**src/rtl/tt_um_jimktrains_vslc_scan_seq.sv**
```systemverilog
// Scan-cycle sequencer: parses the program header, forwards in-range bytes as
// instructions (1-cycle latency) and restarts the reader per free-run/trigger/periodic mode.
module tt_um_jimktrains_vslc_scan_seq #(
  parameter int ADDR_W = 10,
  parameter int IN_W   = 8,
  parameter int CNT_W  = 16,
  parameter int PER_W  = 16
) (
  input  logic              clk,
  input  logic              rst_n,
  input  logic [1:0]        mode,
  input  logic              trig_in,
  input  logic              tick,
  input  logic [PER_W-1:0]  period,
  input  logic              clr_flags,
  input  logic              byte_valid,
  input  logic [7:0]        byte_data,
  input  logic [ADDR_W-1:0] byte_addr,
  input  logic              restart_ack,
  input  logic [IN_W-1:0]   in_pins,
  output logic              restart_req,
  output logic [ADDR_W-1:0] restart_addr,
  output logic              instr_valid,
  output logic [7:0]        instr_byte,
  output logic [IN_W-1:0]   in_cur,
  output logic [IN_W-1:0]   in_prev,
  output logic              scan_pulse,
  output logic [CNT_W-1:0]  scan_count,
  output logic              overrun,
  output logic              cfg_err
);

  typedef enum logic [2:0] {S_HDR, S_RUN, S_WAIT, S_RESTART, S_HALT} state_t;

  state_t            state_q;
  logic [7:0]        start_hi_q, end_hi_q;
  logic [ADDR_W-1:0] start_q, end_q;
  logic [2:0]        trig_sync_q;
  logic              trig_pend_q;
  logic [PER_W-1:0]  per_cnt_q, per_cnt_d;
  logic              restart_req_q, instr_valid_q, scan_pulse_q, overrun_q, cfg_err_q;
  logic [7:0]        instr_byte_q;
  logic [IN_W-1:0]   in_cur_q, in_prev_q;
  logic [CNT_W-1:0]  scan_count_q;

  logic              trig_rise, busy, pend_set, ovr_set, in_range, hdr_bad, scan_start;
  logic              per_elapsed, per_reach, run_go, wait_go;
  logic [PER_W-1:0]  per_max;
  logic [ADDR_W-1:0] end_d;

  always_comb begin
    trig_rise   = trig_sync_q[1] & ~trig_sync_q[2];
    per_max     = (period == '0) ? PER_W'(1) : period;
    per_elapsed = per_cnt_q >= per_max;
    // "Reaching" is the single tick that crosses the threshold; a saturated
    // counter left over from a period-triggered restart must not re-flag overrun.
    per_reach   = tick && !per_elapsed && ((per_cnt_q + PER_W'(1)) == per_max);
    busy        = (state_q == S_RUN) || (state_q == S_RESTART);
    pend_set    = busy && (mode == 2'd1) && trig_rise;
    ovr_set     = pend_set || (busy && (mode == 2'd2) && per_reach);
    in_range    = (byte_addr >= start_q) && (byte_addr <= end_q);
    end_d       = ADDR_W'({end_hi_q, byte_data});
    hdr_bad     = (end_d == '0) || (end_d < start_q) || (start_q < ADDR_W'(4));
    scan_start  = ((state_q == S_HDR) && byte_valid && (byte_addr == ADDR_W'(3)) && !hdr_bad) ||
                  ((state_q == S_RESTART) && restart_ack);
    run_go      = (mode == 2'd1) ? (trig_pend_q | trig_rise) :
                  (mode == 2'd2) ? (per_elapsed | per_reach) : 1'b1;
    wait_go     = (mode == 2'd1) ? trig_rise :
                  (mode == 2'd2) ? per_elapsed : 1'b1;
    per_cnt_d   = per_cnt_q;
    if (scan_start)
      per_cnt_d = '0;
    else if (tick && (per_cnt_q != '1))
      per_cnt_d = per_cnt_q + PER_W'(1);
  end

  always_ff @(posedge clk or negedge rst_n) begin
    if (!rst_n) begin
      state_q       <= S_HDR;
      start_hi_q    <= '0;
      end_hi_q      <= '0;
      start_q       <= '0;
      end_q         <= '0;
      trig_sync_q   <= '0;
      trig_pend_q   <= 1'b0;
      per_cnt_q     <= '0;
      restart_req_q <= 1'b0;
      instr_valid_q <= 1'b0;
      instr_byte_q  <= '0;
      scan_pulse_q  <= 1'b0;
      scan_count_q  <= '0;
      in_cur_q      <= '0;
      in_prev_q     <= '0;
      overrun_q     <= 1'b0;
      cfg_err_q     <= 1'b0;
    end else begin
      trig_sync_q   <= {trig_sync_q[1:0], trig_in};
      per_cnt_q     <= per_cnt_d;
      overrun_q     <= ovr_set | (overrun_q & ~clr_flags);
      scan_pulse_q  <= scan_start;
      instr_valid_q <= 1'b0;
      if (pend_set)
        trig_pend_q <= 1'b1;
      if (scan_start) begin
        in_prev_q    <= in_cur_q;
        in_cur_q     <= in_pins;
        scan_count_q <= scan_count_q + CNT_W'(1);
      end
      case (state_q)
        S_HDR: begin
          if (byte_valid) begin
            if (byte_addr == ADDR_W'(0)) start_hi_q <= byte_data;
            if (byte_addr == ADDR_W'(1)) start_q    <= ADDR_W'({start_hi_q, byte_data});
            if (byte_addr == ADDR_W'(2)) end_hi_q   <= byte_data;
            if (byte_addr == ADDR_W'(3)) begin
              end_q <= end_d;
              if (hdr_bad) begin
                cfg_err_q <= 1'b1;
                state_q   <= S_HALT;
              end else begin
                state_q   <= S_RUN;
              end
            end
          end
        end
        S_RUN: begin
          if (byte_valid && in_range) begin
            instr_valid_q <= 1'b1;
            instr_byte_q  <= byte_data;
            if (byte_addr == end_q) begin
              // The pending trigger is consumed by this scan end either way.
              trig_pend_q   <= 1'b0;
              restart_req_q <= run_go;
              state_q       <= run_go ? S_RESTART : S_WAIT;
            end
          end
        end
        S_WAIT: begin
          if (wait_go) begin
            restart_req_q <= 1'b1;
            state_q       <= S_RESTART;
          end
        end
        S_RESTART: begin
          if (restart_ack) begin
            restart_req_q <= 1'b0;
            state_q       <= S_RUN;
          end
        end
        S_HALT: state_q <= S_HALT;
        default: state_q <= S_HDR;
      endcase
    end
  end

  assign restart_req  = restart_req_q;
  assign restart_addr = start_q;
  assign instr_valid  = instr_valid_q;
  assign instr_byte   = instr_byte_q;
  assign in_cur       = in_cur_q;
  assign in_prev      = in_prev_q;
  assign scan_pulse   = scan_pulse_q;
  assign scan_count   = scan_count_q;
  assign overrun      = overrun_q;
  assign cfg_err      = cfg_err_q;

endmodule

```
**config.mk**
```make
export PLATFORM = sky130hd
export DESIGN_NAME = tt_um_jimktrains_vslc_scan_seq
export DESIGN_NICKNAME = d
export VERILOG_FILES = /design/src/rtl/tt_um_jimktrains_vslc_scan_seq.sv
export SDC_FILE = /design/constraint.sdc
export NUM_CORES = 1
export LEC_CHECK = 0
export CAP_MARGIN = 5
export CORE_ASPECT_RATIO = 0.7
export CORE_UTILIZATION = 48
export CTS_CLUSTER_SIZE = 30
export DETAILED_ROUTE_END_ITERATION = 10
export GPL_TIMING_DRIVEN = 0
export PLACE_DENSITY = 0.77
export SKIP_CTS_REPAIR_TIMING = 1
export SYNTH_ARGS = -nofsm -noshare
export SYNTH_HDL_FRONTEND = slang
export SYNTH_SLANG_ARGS = --single-unit
export TNS_END_PERCENT = 50
```
**constraint.sdc**
```tcl
create_clock -name clk -period 2.33 [get_ports clk]
set_clock_uncertainty 0.05 [all_clocks]
set_input_delay 0.3495 -clock clk [delete_from_list [all_inputs] [get_ports clk]]
set_output_delay 0.3495 -clock clk [all_outputs]
set_load 0.01 [all_outputs]
```
==> summary.md, run 1 <==
| Metric | Value |
|---|---|
| DIE AREA | `0.0123 sq mm` |
| First-pass GRT wire length | `24,800 um` |
| Leakage | `3.84 nW` |
| DIE WIDTH | `132 um` |
| Layout area overhead | `41.3%` |
| Layout filler cell count | `817` |
| CTS tree | `done` |
| Status | `finished with violations` |
| Antenna Cells | `0` |
| Total power per unit cell area | `553 mW/mm^2` |
| Initial Utilization | `50.6%` |
| Drt pass-1 iters | `5` |
| Fin. max-slew vios | `0` |
| Max_cap viols | `0` |
| Largest net degree at the start of global routing | `74` |
| IO buf count | `105` |
| Initial antenna violation count | `0` |
| WHS | `0.299 ns` |
| Vias/cell | `5.77` |
| Layout cells sized above 1 | `25.2%` |
| Worst vdd rail ir drop | `0.000452 V` |
| Gpl congestion | `0.942` |
| Initial DRC Count | `335` |
| Levels on crit path | `12` |
| GRT Util Overall | `25.7%` |
| H-tree levels | `3` |
| Reg clk slew, reported paths | `0.07 ns` |
| Worst EP arrival | `2.67 ns` |
| Cell variety after synth | `68` |
| # DRC | `0` |
| Final HPWL DP | `11,300 um` |
| Mapped Cells | `563` |
| Nets | `811` |
| Setup violators final | `44` |
| Die H | `93.2 um` |
| YS warnings | `0` |
| Vias | `5,022` |
| Critical path cell sequence | `inv_2 -> ha_4 -> a21o_1 -> a21o_1 -> a21oi_1 -> o31a_1 -> nor4_4 -> buf_6 -> nor2_8 -> inv_6 -> buf_12 -> mux2_4` |
| Post-Syn Nets | `661` |
| Root Buffer | `clkbuf_16` |
| CP max stage delay | `0.41 ns` |
| Hold path cells | `0` |
| Crit path max-delay family | `compound AO/OA/AOI/OAI gates` |
| Num CTS Buffers | `9` |
| Congestion Overflow GR | `0` |
| Post-Syn Area per Cell | `10.1 sq um` |
| Power Total | `4.46 mW` |
| Primary FF master, synth | `dfrtp_1` |
| Hold Crit Class | `register to register` |
| I/O pin total | `106` |
| Startpoint type of the worst setup path | `register` |
| CTS sink count | `92` |
| Remaining antenna violation count | `0` |
| Failing checks | `setup timing` |
| Clk_lat worst skew | `0.34 ns` |
| Crit path time final | `2.49 ns` |
| Most used cell, CP | `a21o_1` |
| Max Clk Rate | `401 MHz` |
| Setup crit end kind | `register` |
| Sequential cell area fraction in the yosys report | `40.3%` |
| Crit path buf inv count | `4` |
| CP max stage cell | `dfrtp_1` |
| Final worst slack | `-0.164 ns` |
| Clk buf depth | `2` |
| Final Hold Viols | `0` |
| Vias in the first global route | `4,902` |
| Core area | `0.0113 sq mm` |
| Slew headroom | `64.7%` |
| RSZ-0062 raised after global routing | `true` |
| Row count | `32` |
| EDFF count, synth | `0` |
| Worst endpoint required time | `2.51 ns` |
| Synthesized flop and latch total | `92` |
| Critical path type | `register to register` |
| Final WL | `16,200 um` |
| Avg WL per Cell | `18.6 um` |
| Fin crit share | `107%` |
| Worst-Margin Slew | `0.530 ns` |
| Fraction of registers with async set/reset | `100%` |
| Synthesized area | `0.00571 sq mm` |
| Path depth of the worst reg2reg path | `12` |
| Crit-path max FO | `10` |
==> path summary, 6_finish.rpt <==
kind | from | endpoint | slack, ns
hold / removal | trig_sync_q[0]$_DFF_PN0_ | trig_sync_q[1]$_DFF_PN0_ | 0.30
setup reg to reg | restart_addr[5]$_DFFE_PN0P_ | in_cur[6]$_DFFE_PN0P_ | -0.16
min in group asynchronous | rst_n | in_cur[6]$_DFFE_PN0P_ | 0.42
max in group asynchronous | rst_n | end_hi_q[1]$_DFFE_PN0P_ | 1.15
hold reg to reg | trig_sync_q[0]$_DFF_PN0_ | trig_sync_q[1]$_DFF_PN0_ | 0.30
setup / recovery | restart_addr[5]$_DFFE_PN0P_ | in_cur[6]$_DFFE_PN0P_ | -0.16
==> layer usage <==
layer  wire [um]  up-vias  track usage, %
li1            -     2338               -
met2        7320      170            38.3
met3        1110       14            5.75
met1        7600     2500            37.7
met4         144        0            5.75
met5           0        -               0
==> power breakdown <==
group	switching (mW)	internal [mW]
registers	0.0952	1.67
clock network	0.658	0.840
logic	0.599	0.594
total	1.35	3.11
==> synthesized netlist by cell type, types with 5 or more instances <==
master / instances / area (sq um)
a211oi_1: 7 / 52.6
a21o_1: 6 / 45.0
a21oi_1: 9 / 45.0
a31oi_1: 5 / 31.3
buf_2: 7 / 35.0
clkbuf_1: 7 / 26.3
dfrtp_1: 92 / 2300
ha_1: 47 / 588
inv_1: 49 / 184
mux2_2: 29 / 327
nand2_1: 35 / 131
nand2b_1: 12 / 75.1
nand3_1: 13 / 65.1
nand4_1: 13 / 81.3
nor2_1: 33 / 124
nor3_1: 9 / 45.0
nor3b_1: 6 / 45.0
nor4_1: 6 / 37.5
o2111ai_1: 9 / 78.8
o211ai_1: 9 / 67.6
o21a_1: 5 / 37.5
o21ai_0: 36 / 180
xnor2_1: 24 / 210
xor2_1: 18 / 158
==> kinds of logic after synthesis <==
kind of cell	synth area share (%)
XOR/XNOR	6.44
AND/OR/NAND/NOR	15.7
adder cells (fa/ha/maj)	10.3
flip-flops	40.3
AO/OA/AOI/OAI	14.5
buffers and inverters	5.74
multiplexers	6.95
==> cell type report <==
class | count | area [sq um] | share of cell area, %
Clock buffer | 9 | 225 | 2.79
Buffer | 20 | 190 | 2.36
Timing Repair Buffer | 141 | 1420 | 17.5
Inverter | 50 | 193 | 2.39
Clock inverter | 6 | 73.8 | 0.915
Tap cell | 153 | 191 | 2.37
Sequential cell | 92 | 2320 | 28.7
Multi-Input combinational cell | 399 | 3460 | 42.9
==> flip-flops by register name, indices dropped and copies added, names as in the netlist, 2 cells and up <==
signal,count
per_cnt_q,16
in_prev,8
in_cur,8
end_hi_q,2
trig_sync_q,3
start_hi_q,2
state_q,3
instr_byte,8
end_q,10
restart_addr,10
scan_count,16
==> stage by stage <==
| step | instances | area [sq um] | util, % | TNS, ns | worst slack (ns) |
|---|---|---|---|---|---|
| 2_1_floorplan | 563 | 5710 | - | -0.116 | -0.0582 |
| 3_3_place_gp | 821 | 6950 | 61.6 | -296.20 | -2.57 |
| 3_5_place_dp | 822 | 6980 | 61.8 | -67.64 | -1.13 |
| 4_1_cts | 837 | 7280 | 64.5 | -37.38 | -0.776 |
| 5_1_grt | 870 | 8060 | 71.4 | -7.80 | -0.248 |
| 6_report | 870 | 8060 | 71.4 | -2.84 | -0.164 |
==> cell usage in the layout, fill, tap and decap left out, types with 9 or more instances in the layout <==
master,instances
nand3_1,11
clkbuf_16,9
inv_1,44
o211ai_1,9
clkdlybuf4s50_1,72
xnor2_1,24
nand2b_1,12
dfrtp_2,11
nor2_1,26
dfrtp_1,81
ha_1,40
dlymetal6s2s_1,30
nor3_1,9
mux2_2,29
xor2_1,18
o21ai_0,30
nand4_1,13
buf_6,9
nand2_1,34
buf_4,33
(Power assumes the default switching activity.)
==> run 2, diff against run 1 <==
Settings changed: RECOVER_POWER set to 25.
==> summary.md, run 2 (synthesis gave the netlist of run 1 again) <==
| Metric | Value |
|---|---|
| Leakage | `3.83 nW (-0.26%)` |
| Root Buffer | `clkbuf_16` |
| Levels on crit path | `10 (-2)` |
| Initial Utilization | `50.6% (unchanged)` |
| CTS sink count | `92 (unchanged)` |
| Gpl congestion | `0.942 (unchanged)` |
| Crit path time final | `2.49 ns (+0.0000480 ns)` |
| Drt pass-1 iters | `5 (unchanged)` |
| Flop-to-flop setup slack | `-0.16 ns (about the same)` |
| Failing checks | `setup timing` |
| Startpoint type of the worst setup path | `register` |
| Num CTS Buffers | `9 (unchanged)` |
| Fin Setup TNS | `-2.81 ns (+0.0203 ns)` |
| Layout area overhead | `41.0%` |
| RSZ-0062 raised after global routing | `true` |
| Final worst slack | `-0.164 ns (-0.0000480 ns)` |
| DIE WIDTH | `132 um (unchanged)` |
| Slew headroom | `13.6% (-51 points)` |
| Total power per unit cell area | `554 mW/mm^2 (+0.16%)` |
| Final HPWL DP | `11,300 um (unchanged)` |
| Hold Crit Class | `register to register` |
| Avg WL per Cell | `18.6 um (about the same)` |
| Setup crit end kind | `register` |
| CP max stage cell | `dfrtp_1` |
| Clk buf depth | `2 (unchanged)` |
| Vias | `5,045 (+0.46%)` |
| End of the critical path | `in_cur[6]$_DFFE_PN0P_` |
| Crit-path max FO | `10 (unchanged)` |
| Cell Area, Placed | `0.00698 sq mm (unchanged)` |
| Worst-Margin Slew | `1.30 ns (+0.767 ns)` |
| Die H | `93.2 um (unchanged)` |
| Hold path cells | `0 (unchanged)` |
| Congestion Overflow GR | `0 (unchanged)` |
| Remaining antenna violation count | `0 (unchanged)` |
| Largest net degree at the start of global routing | `74 (unchanged)` |
| Min-delay src | `trig_sync_q[0]$_DFF_PN0_` |
| Setup violators final | `44 (unchanged)` |
| Crit path buf inv count | `3 (-1)` |
| Layout cells sized above 1 | `25.1% (-0.14 points)` |
| Vias/cell | `5.79 (+0.34%)` |
| # DRC | `0 (unchanged)` |
| Commonest non-fill, non-tap cell in the layout | `dfrtp_1` |
| Row count | `32 (unchanged)` |
| Vias in the first global route | `4,902 (unchanged)` |
| Worst EP arrival | `2.67 ns (about the same)` |
| Final instance area | `0.00805 sq mm (-0.22%)` |
| Layout Cells excl Fill | `871 (+0.11%)` |
| IO buf count | `105 (unchanged)` |
| Fin crit share | `107% (about the same)` |
| Most frequent cells in the layout | `81 x dfrtp_1, 71 x clkdlybuf4s50_1, 44 x inv_1` |
| Clk_lat worst skew | `0.34 ns (about the same)` |
| Fin. max-slew vios | `0 (unchanged)` |
| Final Hold Viols | `0 (unchanged)` |
| Reg2reg end | `in_cur[6]$_DFFE_PN0P_` |
| CTS tree | `done` |
| Status | `finished with violations` |
| CP max stage delay | `0.47 ns (+0.06 ns)` |
| Crit path max-delay family | `compound AO/OA/AOI/OAI gates` |
| GRT Util Overall | `25.7% (unchanged)` |
| I/O pin total | `106 (unchanged)` |
| Worst vdd rail ir drop | `0.000452 V (about the same)` |
| Final WL | `16,200 um (+0.16%)` |
| H-tree levels | `3 (unchanged)` |
| Setup crit start | `end_hi_q[0]$_DFFE_PN0P_` |
| Reg clk slew, reported paths | `0.07 ns (about the same)` |
| Nets | `811 (unchanged)` |
| Path depth of the worst reg2reg path | `10 (-2)` |
| Placed cells | `822 (unchanged)` |
| Critical path cell sequence | `ha_1 -> a211o_1 -> a21oi_1 -> o31a_1 -> nor4_4 -> buf_6 -> nor2_8 -> inv_6 -> buf_12 -> mux2_4` |
| Initial DRC Count | `358 (+6.9%)` |
| First-pass GRT wire length | `24,800 um (unchanged)` |
| Max Clk Rate | `401 MHz (about the same)` |
| Critical path type | `register to register` |
| Core area | `0.0113 sq mm (unchanged)` |
| Layout filler cell count | `821 (+0.49%)` |
| Max_cap viols | `0 (unchanged)` |
| DIE AREA | `0.0123 sq mm (unchanged)` |
| Worst endpoint required time | `2.51 ns (about the same)` |
| FF-to-FF Start | `end_hi_q[0]$_DFFE_PN0P_` |
| Initial antenna violation count | `1 (+1)` |
## run 2: cell count changes in the layout (fill, tap and decap cells not counted)
cell / delta
clkbuf_1: +1
dlygate4sd3_1: +1
clkdlybuf4s50_1: -1
buf_16: -1
buf_4: -1
buf_6: +1
diode_2: +1
## run 2: where the power goes
part	internal, mW	leakage [nW]	switching [mW]	total (mW)
clock	0.840	0.140	0.660	1.50
combinational	0.589	2.55	0.599	1.19
sequential	1.67	1.14	0.0952	1.77
## run 2: worst min path at each step
stage                                to  slack (ns)
2_1_floorplan       cfg_err$_DFFE_PN0P_       0.004
3_3_place_gp   trig_sync_q[1]$_DFF_PN0_        0.29
3_5_place_dp     in_prev[4]$_DFFE_PN0P_        0.22
4_1_cts          in_prev[4]$_DFFE_PN0P_       -0.15
5_1_grt        trig_sync_q[1]$_DFF_PN0_        0.30
6_report       trig_sync_q[1]$_DFF_PN0_        0.30
## run 2: per-layer routing
| metal | GRT usage (%) | wire length, um | vias up |
|---|---|---|---|
| met3 | 5.75 | 1210 | 14 |
| met4 | 5.75 | 144 | 0 |
| li1 | - | - | 2346 |
| met1 | 37.7 | 7520 | 2501 |
| met2 | 38.3 | 7330 | 184 |
| met5 | 0 | 0 | - |
## run 2: stage by stage
step	util (%)	hold WS, ns	worst slack, ns	power [mW]
final	71.3	0.299	-0.164	4.46
after global routing	71.3	0.302	-0.248	4.65
after CTS	64.5	-0.147	-0.776	4.14
after detailed placement	61.8	0.222	-1.13	2.64
after global placement	61.6	0.285	-2.57	2.60
after floorplan	-	0.00391	-0.0582	2.31
## run 2: final cells by class
type | count | area [sq um] | area share, %
tap | 153 | 191 | 2.38
timing repair buffer | 141 | 1400 | 17.3
multi-input combinational | 399 | 3460 | 43.0
clock buffer | 9 | 225 | 2.80
buffer | 20 | 190 | 2.36
sequential | 92 | 2320 | 28.8
clock inverter | 6 | 73.8 | 0.917
antenna | 1 | 2.50 | 0.0311
inverter | 50 | 193 | 2.39
==> run 3, diff against run 2 <==
Settings changed: RECOVER_POWER 25 to not set.
==> results of run 3 <==
Final layout, timing and power as in run 1 (identical DEF).
